==> config.mk <==
export PLATFORM = sky130hd
export DESIGN_NAME = fault_resp_monitor
export DESIGN_NICKNAME = d
export VERILOG_FILES = /design/src/rtl/fault_resp_pkg.sv /design/src/rtl/fault_resp_golden_buf.sv /design/src/rtl/fault_resp_monitor.sv
export SDC_FILE = /design/constraint.sdc
export NUM_CORES = 1
export LEC_CHECK = 0
export ABC_CLOCK_PERIOD_IN_PS = 2009
export BUFFER_PORTS_ARGS = -buffer_cell sky130_fd_sc_hd__buf_4
export CAP_MARGIN = 40
export CORE_MARGIN = 1
export CORE_UTILIZATION = 46
export CTS_CLUSTER_SIZE = 16
export DETAILED_ROUTE_END_ITERATION = 8
export PLACE_DENSITY = 0.73
export SLEW_MARGIN = 10
export SYNTH_ARGS = -nofsm -noshare
export SYNTH_HDL_FRONTEND = slang
export SYNTH_SLANG_ARGS = --single-unit
==> constraint.sdc <==
create_clock -name clk -period 2.01 [get_ports clk]
set_clock_uncertainty 0.2 [all_clocks]
set_input_delay 0.1005 -clock clk [delete_from_list [all_inputs] [get_ports clk]]
set_output_delay 0.1005 -clock clk [all_outputs]
set_load 0.02 [all_outputs]
==> src/rtl/fault_resp_pkg.sv <==
// Shared types and helpers for the fault-response monitor.
// Latency: n/a (types, constants and a combinational MISR step function).
// Backpressure: n/a.
// Contents: FSM state enum, default MISR polynomial, misr_next().
package fault_resp_pkg;

  typedef enum logic [1:0] {
    ST_IDLE    = 2'd0,
    ST_GOLDEN  = 2'd1,
    ST_COMPARE = 2'd2,
    ST_REPORT  = 2'd3
  } state_t;

  localparam logic [15:0] DEFAULT_POLY = 16'h1021;

  // One MISR step for a register of width w (w <= 64). Operands are carried
  // in 64-bit containers so the helper is usable for any DATA_W; callers
  // truncate the result back to their own width.
  function automatic logic [63:0] misr_next(input logic [63:0] sig,
                                            input logic [63:0] data,
                                            input logic [63:0] poly,
                                            input int unsigned w);
    logic [63:0] mask;
    logic        msb;
    mask = (w >= 64) ? '1 : ((64'd1 << w) - 64'd1);
    msb  = |(sig & (64'd1 << (w - 1)));
    return (((sig << 1) ^ (msb ? poly : 64'd0) ^ data) & mask);
  endfunction

endpackage

==> src/rtl/fault_resp_golden_buf.sv <==
// Per-step golden sample store: written during the golden pass, compared during compare passes.
// Latency: write lands at the next clock edge; compare result is combinational.
// Backpressure: none; the caller only writes/compares on accepted samples.
// Ports: clk; wr_en/wr_addr/wr_data write port; cmp_addr/cmp_data in, cmp_mis out.
module fault_resp_golden_buf #(
  parameter int DATA_W = 16,
  parameter int STEPS  = 128
) (
  input  logic                     clk,
  input  logic                     wr_en,
  input  logic [$clog2(STEPS)-1:0] wr_addr,
  input  logic [DATA_W-1:0]        wr_data,
  input  logic [$clog2(STEPS)-1:0] cmp_addr,
  input  logic [DATA_W-1:0]        cmp_data,
  output logic                     cmp_mis
);

  // No reset: entries are only read after a complete golden pass rewrote them.
  logic [DATA_W-1:0] mem [STEPS];

  always_ff @(posedge clk) begin
    if (wr_en) begin
      mem[wr_addr] <= wr_data;
    end
  end

  assign cmp_mis = (mem[cmp_addr] != cmp_data);

endmodule

==> src/rtl/fault_resp_monitor.sv <==
// Compacts one stimulus pass of DUT output words into a MISR signature; golden pass records the
// reference, later passes emit one detected/undetected verdict per fault ID.
// Latency: result valid 1 cycle after the last sample; res_* held until res_valid & res_ready.
// Ports: clk/rst (sync, active-high); pass_start/pass_golden/pass_fid; sample_valid/sample_data;
//   busy; res_valid/res_ready and res_* result fields; err_proto sticky flag.
// Optional macro FAULT_RESP_FIRST_FAIL_EN: per-step golden buffer with first-mismatch report.
module fault_resp_monitor
  import fault_resp_pkg::*;
#(
  parameter int                DATA_W = 16,
  parameter int                STEPS  = 128,
  parameter int                FID_W  = 16,
  parameter logic [DATA_W-1:0] POLY   = DATA_W'(DEFAULT_POLY)
) (
  input  logic                     clk,
  input  logic                     rst,
  input  logic                     pass_start,
  input  logic                     pass_golden,
  input  logic [FID_W-1:0]         pass_fid,
  input  logic                     sample_valid,
  input  logic [DATA_W-1:0]        sample_data,
  output logic                     busy,
  output logic                     res_valid,
  input  logic                     res_ready,
  output logic [FID_W-1:0]         res_fid,
  output logic                     res_golden,
  output logic                     res_detected,
  output logic [DATA_W-1:0]        res_signature,
  output logic [$clog2(STEPS)-1:0] res_first_step,
  output logic                     res_step_hit,
  output logic                     err_proto
);

  localparam int STEP_W = $clog2(STEPS);

  state_t            state;
  logic [FID_W-1:0]  fid_q;
  logic              golden_q;
  logic [DATA_W-1:0] sig_q;
  logic [STEP_W-1:0] step_q;
  logic [DATA_W-1:0] golden_sig;
  logic              golden_ok;
  logic              detected_q;

  logic              accept;
  logic              last;
  logic              any_mis;
  logic [DATA_W-1:0] sig_next;

  assign accept   = sample_valid && (state == ST_GOLDEN || state == ST_COMPARE);
  assign last     = accept && (step_q == STEP_W'(STEPS - 1));
  assign sig_next = DATA_W'(misr_next(64'(sig_q), 64'(sample_data), 64'(POLY), DATA_W));

`ifdef FAULT_RESP_FIRST_FAIL_EN
  logic              cmp_mis;
  logic              step_mis;
  logic              mis_seen;
  logic [STEP_W-1:0] first_step_q;

  fault_resp_golden_buf #(
    .DATA_W (DATA_W),
    .STEPS  (STEPS)
  ) u_golden_buf (
    .clk      (clk),
    .wr_en    (accept && state == ST_GOLDEN),
    .wr_addr  (step_q),
    .wr_data  (sample_data),
    .cmp_addr (step_q),
    .cmp_data (sample_data),
    .cmp_mis  (cmp_mis)
  );

  // Without a completed golden pass the buffer holds nothing meaningful.
  assign step_mis = accept && state == ST_COMPARE && golden_ok && cmp_mis;
  // Include a mismatch on the final sample, which has not reached mis_seen yet.
  assign any_mis  = mis_seen || step_mis;

  always_ff @(posedge clk) begin
    if (rst) begin
      mis_seen     <= 1'b0;
      first_step_q <= '0;
    end else if (state == ST_IDLE && pass_start) begin
      mis_seen     <= 1'b0;
      first_step_q <= '0;
    end else if (step_mis && !mis_seen) begin
      mis_seen     <= 1'b1;
      first_step_q <= step_q;
    end
  end

  assign res_first_step = first_step_q;
  assign res_step_hit   = mis_seen;
`else
  assign any_mis        = 1'b0;
  assign res_first_step = '0;
  assign res_step_hit   = 1'b0;
`endif

  always_ff @(posedge clk) begin
    if (rst) begin
      state      <= ST_IDLE;
      fid_q      <= '0;
      golden_q   <= 1'b0;
      sig_q      <= '0;
      step_q     <= '0;
      golden_sig <= '0;
      golden_ok  <= 1'b0;
      detected_q <= 1'b0;
      err_proto  <= 1'b0;
    end else begin
      unique case (state)
        ST_IDLE: begin
          if (pass_start) begin
            fid_q      <= pass_fid;
            golden_q   <= pass_golden;
            sig_q      <= '0;
            step_q     <= '0;
            detected_q <= 1'b0;
            state      <= pass_golden ? ST_GOLDEN : ST_COMPARE;
            // A compare pass with no reference can never yield a real verdict.
            if (!pass_golden && !golden_ok) begin
              err_proto <= 1'b1;
            end
          end
        end
        ST_GOLDEN, ST_COMPARE: begin
          if (pass_start) begin
            err_proto <= 1'b1;
          end
          if (accept) begin
            sig_q  <= sig_next;
            step_q <= step_q + 1'b1;
          end
          if (last) begin
            state <= ST_REPORT;
            if (state == ST_GOLDEN) begin
              golden_sig <= sig_next;
              golden_ok  <= 1'b1;
            end else begin
              detected_q <= golden_ok && ((sig_next != golden_sig) || any_mis);
            end
          end
        end
        ST_REPORT: begin
          if (pass_start) begin
            err_proto <= 1'b1;
          end
          if (res_ready) begin
            state <= ST_IDLE;
          end
        end
        default: state <= ST_IDLE;
      endcase
    end
  end

  // fid_q, golden_q and sig_q only move while a pass runs, so they are stable in REPORT.
  assign busy          = (state != ST_IDLE);
  assign res_valid     = (state == ST_REPORT);
  assign res_fid       = fid_q;
  assign res_golden    = golden_q;
  assign res_signature = sig_q;
  assign res_detected  = detected_q;

endmodule
# Yosys cells after proc, flatten, opt, wreduce, memory -nomap -nowiden
# Index checks and enable logic that the tools add are counted.
totals:
  reg_bits: 61
  input_bits: 38
  output_inout_bits: 45
  word_cells: 62
classes:
  addsub: 1
  eq_ne: 12
  muxes: 20
  bitwise_logic: 2
  reduce_logical: 18
op_table:
  columns: ["operator", "count"]
  rows:
  - ["16-bit two-way mux", 2]
  - ["16-bit case mux with 2 select lines", 1]
  - ["16-bit != test", 1]
  - ["16-bit by 13-bit XOR with 16-bit output", 1]
  - ["16-bit XOR", 1]
  - ["7-bit two-way mux", 2]
  - ["7-bit case mux with 2 select lines", 1]
  - ["13-bit two-way mux", 1]
  - ["3-bit AND reduction", 4]
  - ["2-bit != test (second input constant)", 5]
  - ["2-bit two-way mux", 4]
  - ["7-bit by 1-bit adder with 7-bit output (second input constant)", 1]
  - ["7-bit == test (second input constant)", 1]
  - ["1-bit two-way mux", 6]
  - ["2-bit case mux with 3 select lines", 1]
  - ["2-bit == test (second input constant)", 2]
  - ["1-bit logical AND", 4]
  - ["2-bit by 1-bit != test with 1-bit output (second input constant)", 2]
  - ["1-bit case mux with 2 select lines", 2]
  - ["4-bit AND reduction", 1]
  - ["2-bit nonzero test", 2]
  - ["3-bit OR reduction", 1]
  - ["2-bit by 1-bit == test with 1-bit output (second input constant)", 1]
  - ["1-bit logical NOT", 2]
  - ["other kinds (4)", 4]

# Depth between registers and ports, before layout
logic_depth:
  word_depth: 8
  ltp_mapped: 9

# Worst setup path before layout
# No wires, ideal clock.
synth_timing:
  path_kind: "flip-flop to flip-flop"
  start: "register state[0]"
  end: "register golden_sig[0]"
  arrival_time_ns: 1.719
  t_required_ns: 1.724
  path_slack_ns: 0.005
  stages_incl_launch_ff: 10
  period_less_slack_ns: 2.005
  cell_sequence: "dfxtp_1 -> inv_1 -> ha_1 -> nand2_1 -> nor4_1 -> and2_1 -> buf_4 -> buf_6 -> nor2_1 -> a211oi_1"
synth_between:
  elab_chain_cells: 5
  elab_cells_between_ends: 7
  cone_classes: "eq/ne (2); reduce/logical (5)"
synth_lines:
  columns: ["item", "line", "rtl"]
  rows:
  - ["from (decl)", "fault_resp_monitor.sv:36", "state_t state;"]
  - ["from (signal assigned)", "fault_resp_monitor.sv:119", "state <= pass_golden ? ST_GOLDEN : ST_COMPARE;"]
  - ["2-bit by 1-bit == test with 1-bit output / 2-bit == test (equally long branches)", "fault_resp_monitor.sv:50, fault_resp_monitor.sv:111, fault_resp_monitor.sv:136", null]
  - ["1-bit logical OR", "fault_resp_monitor.sv:50", "assign accept = sample_valid && (state == ST_GOLDEN || state == ST_COMPARE);"]
  - ["1-bit logical AND", "fault_resp_monitor.sv:50", null]
  - ["1-bit logical AND", "fault_resp_monitor.sv:51", "assign last = accept && (step_q == STEP_W'(STEPS - 1));"]
  - ["3-bit AND reduction (no source line) *", null, null]
  - ["to (signal assigned)", "fault_resp_monitor.sv:137", "golden_sig <= sig_next;"]
  - ["to (decl)", "fault_resp_monitor.sv:41", "logic [DATA_W-1:0] golden_sig;"]
# Every way passes the cells marked *; elsewhere a longest branch is shown, timed or not.
# A chain may end at the register's enable or synchronous reset.

# Worst setup path in the final report
layout_timing:
  start: "register state[1]"
  end: "register sig_q[14], in the netlist res_signature[14]"
layout_between:
  elab_chain_cells: 5
  elab_cells_between_ends: 11
  cone_classes: "eq/ne (4); mux (1); reduce/logical (6)"
layout_lines:
  columns: ["item", "line", "rtl"]
  rows:
  - ["2-bit by 1-bit == test with 1-bit output / 2-bit == test (equally long branches)", "fault_resp_monitor.sv:50, fault_resp_monitor.sv:111", null]
  - ["1-bit logical OR", "fault_resp_monitor.sv:50", null]
  - ["1-bit logical AND", "fault_resp_monitor.sv:50", null]
  - ["2-bit != test (no source line)", null, null]
  - ["3-bit AND reduction (no source line)", null, null]
  - ["to (signal assigned)", "fault_resp_monitor.sv:131", "sig_q <= sig_next;"]
  - ["to (decl)", "fault_resp_monitor.sv:39", "logic [DATA_W-1:0] sig_q;"]
# Several ways; a longest one is shown, not always the timed one.

==> impl_metrics.yaml <==
clock_tree:
  cts_tree: "done"
  clock-sinks: 61
  cts.root.buffer_cell: "clkbuf_8"
  clk_pin_slew_ns: 0.07
  cts_buffers: 9
  htree_levels: 3
  cts.path.max_buffers: 2
  worstSkewPairLatency_ns: 0.35
setup_path:
  max_stage_delay_ns: 0.33
  path_cells: "inv_1 -> buf_4 -> ha_1 -> buf_4 -> nand2b_1 -> nor2b_1 -> buf_6 -> nor2b_1 -> a21oi_1 -> nor2_1"
  reg2reg_slack_ns: 0.002
  cp.depth: 10
  cp_data_required_time_ns: 2.09
  path_buf_inv: 4
  crit_type: "reg2reg"
  arrival_ns: 2.09
  r2r_cells: 10
  crit_slowest_cell: "dfxtp_1"
  cp-start-kind: "register"
  path_max_fanout: 16
  cp_top_family: "simple AND/OR/NAND/NOR gates"
  cp-end-kind: "register"
sta:
  finalSetupTns_ns: 0
  drv_slew: 0
  fmax_mhz: 498
  setup-violations-final: 0
  final_hold_viol_count: 0
  period_minus_slack_ns: 2.01
  grt_setup_unrepaired: "true"
  timing.final.crit_share_pct: 99.9
  layout_setup_ws_ns: 0.00175
flow_run:
  max_cap_viol_count: 0
synth:
  postSynthCellCount: 318
  ys_warn_count: 0
  synthSimpleGateAreaFrac_pct: 17.6
  avgSynthCellArea_sq_um: 8.62
  async_flop_share_pct: 0
  ys_seq_elements: 61
  yosysTopAreaCell: "dfxtp_1"
  synth_area_sq_mm: 0.00274
  synth_edf_count: 0
  synth.distinct_cells: 34
  synth_top_family_by_area: "simple AND/OR/NAND/NOR gates"
  yosys-mux-area-fraction_pct: 2.92
  yosysTopAreaCellShare_pct: 44.5
  ys_top_cells_by_area: "dfxtp_1, xnor2_1, nor2_1"
  yosysSeqAreaShare_pct: 44.5
  synth_compound_area_share_pct: 13.4
  synth_fa_ha_area_share_pct: 2.28
  synth-xor-area-share_pct: 13.0
  ys.flop_type: "dfxtp_1"
layout:
  drive_gt1_share_pct: 27.8
  fin_nets: 477
  final_area_sq_mm: 0.00403
  final_util_pct: 71.4
  area_growth_pct: 46.8
  n_antenna_cell: 0
floorplan:
  start_util_pct: 48.6
  die_area_sq_mm: 0.00628
  rows: 27
  io_pins: 83
  core-area_sq_mm: 0.00564
  die_w_microns: 79.2
  die_h_microns: 79.2
power:
  power.leakage_nw: 1.69
  vdd_drop_max_v: 0.000532
  cellPowerDensity_mw_per_mm2: 1070
placed_design:
  port_buffers: 74
  place_area_sq_mm: 0.00342
  hpwl_microns: 4220
  gp_congestion: 0.778
  dp_slack_ns: -0.0378
drt:
  drc: 0
  routed_wirelength_microns: 6710
  drt-pass1-iter-count: 4
  drt_iter0_markers: 77
  num_vias: 2500
  ant_nets: 0
  wl_per_cell_microns: 13.1
  viasPerCell: 4.89
global_route:
  groute.usage.overall_pct: 22.0
  grt_pass1_vias: 2376
  antenna_found_initial: 0
  grt_pass1_wl_microns: 10500
  overflow: 0
  grt_max_degree: 30
hold_path:
  min_path_cells: 4
  hp-class: "in2reg"
status:
  status: "finished, final reports clean"
[worst min-delay path: stages]
cell	delay, ns
buf_4	0.08
xor2_1	0.12
mux2i_1	0.15
nor2_1	0.05
[kinds of logic after synthesis]
| family | after synthesis |
|---|---|
| flip-flops | 61 |
| multiplexers | 8 |
| XOR/XNOR | 38 |
| adder cells (fa/ha/maj) | 5 |
| buffers and inverters | 34 |
| AND/OR/NAND/NOR | 113 |
| AO/OA/AOI/OAI | 58 |
| other | 1 |
[power by group]
| part | internal (W) | total [W] | switching, W |
|---|---|---|---|
| clock | 0.000728 | 0.00121 | 0.000485 |
| sequential | 0.00135 | 0.00144 | 0.0000992 |
| combinational | 0.000737 | 0.00165 | 0.000913 |
[cell type report]
cell class              count  area [sq um]
clock buffers              10           138
clock inverters             6          86.3
fillers                   424          1620
inverters                   9          33.8
multi-input cells         230          1440
flip-flops and latches     61          1220
well taps                  72          90.1
repair buffers            123          1020
[sequential cells by signal, indices dropped and copies added, names as in the netlist]
signal         count
state              2
err_proto          1
step_q             7
res_detected       1
golden_sig        16
golden_ok          1
res_signature     16
res_golden         1
res_fid           16
[per-layer routing]
metal  share of wire (%)  routed length, microns  track usage (%)
met1                  43                    2910             24.5
met2                  48                    3250             38.1
met3                 5.0                     334             6.32
met4                 3.1                     210             10.9
met5                   0                       0                0
[cells in the final DEF (no fill, tap or decap), types with 2 or more instances in the layout]
| cell type | n |
|---|---|
| xnor2_1 | 25 |
| and2b_1 | 2 |
| nand3_1 | 2 |
| nand2b_1 | 2 |
| xnor2_2 | 5 |
| dfxtp_1 | 61 |
| nor2_1 | 46 |
| a22oi_1 | 11 |
| o21ai_0 | 2 |
| nand2_1 | 45 |
| nor4_2 | 2 |
| a211oi_1 | 12 |
| buf_4 | 90 |
| nor2b_1 | 4 |
| bufinv_16 | 2 |
| a21oi_1 | 27 |
| mux2i_1 | 8 |
| inv_1 | 9 |
| clkinv_2 | 2 |
| a21o_1 | 2 |
| dlygate4sd3_1 | 30 |
| clkbuf_8 | 10 |
| buf_6 | 2 |
| xor2_1 | 8 |
| ha_1 | 5 |
| or4_1 | 2 |
| conb_1 | 8 |
[synthesized netlist by cell type (3+ instances only)]
cell type / n
inv_1: 9
a21oi_1: 27
nor4_1: 3
ha_1: 5
mux2i_1: 8
clkbuf_1: 13
buf_4: 9
nand2_1: 45
a211oi_1: 12
nor2_1: 46
dfxtp_1: 61
xor2_1: 8
nor2b_1: 4
xnor2_1: 27
a22oi_1: 11
xnor2_2: 3
[what timing repair did]
item / in CTS / in global routing
pin swaps: 0 / 1
gates resized for setup: 4 / 9
setup endpoints to repair: 10 / 53
hold endpoints to repair: 48 / 0
setup buffers: 0 / 2
hold buffers: 30 / 0
gates cloned: 0 / 0
[final timing paths]
kind                           start                        endpoint
max            state[1]$_SDFFE_PP0P_  res_signature[14]$_SDFFE_PP0P_
min                   sample_data[7]      golden_sig[7]$_SDFFE_PP0P_
max reg2reg    state[1]$_SDFFE_PP0P_  res_signature[14]$_SDFFE_PP0P_
min reg2reg  res_fid[3]$_SDFFE_PP0P_         res_fid[3]$_SDFFE_PP0P_
[metrics by stage]
| stage | total power (W) | hold slack [ns] | std cells |
|---|---|---|---|
| floorplan | 0.00239 | 0.0365 | 325 |
| global placement | 0.00294 | 0.149 | 463 |
| detailed placement | 0.00296 | 0.155 | 463 |
| CTS | 0.00426 | 0.00742 | 509 |
| global route | 0.00454 | 0.0351 | 511 |
| finish | 0.00431 | 0.00440 | 511 |
(Power assumes the default switching activity.)
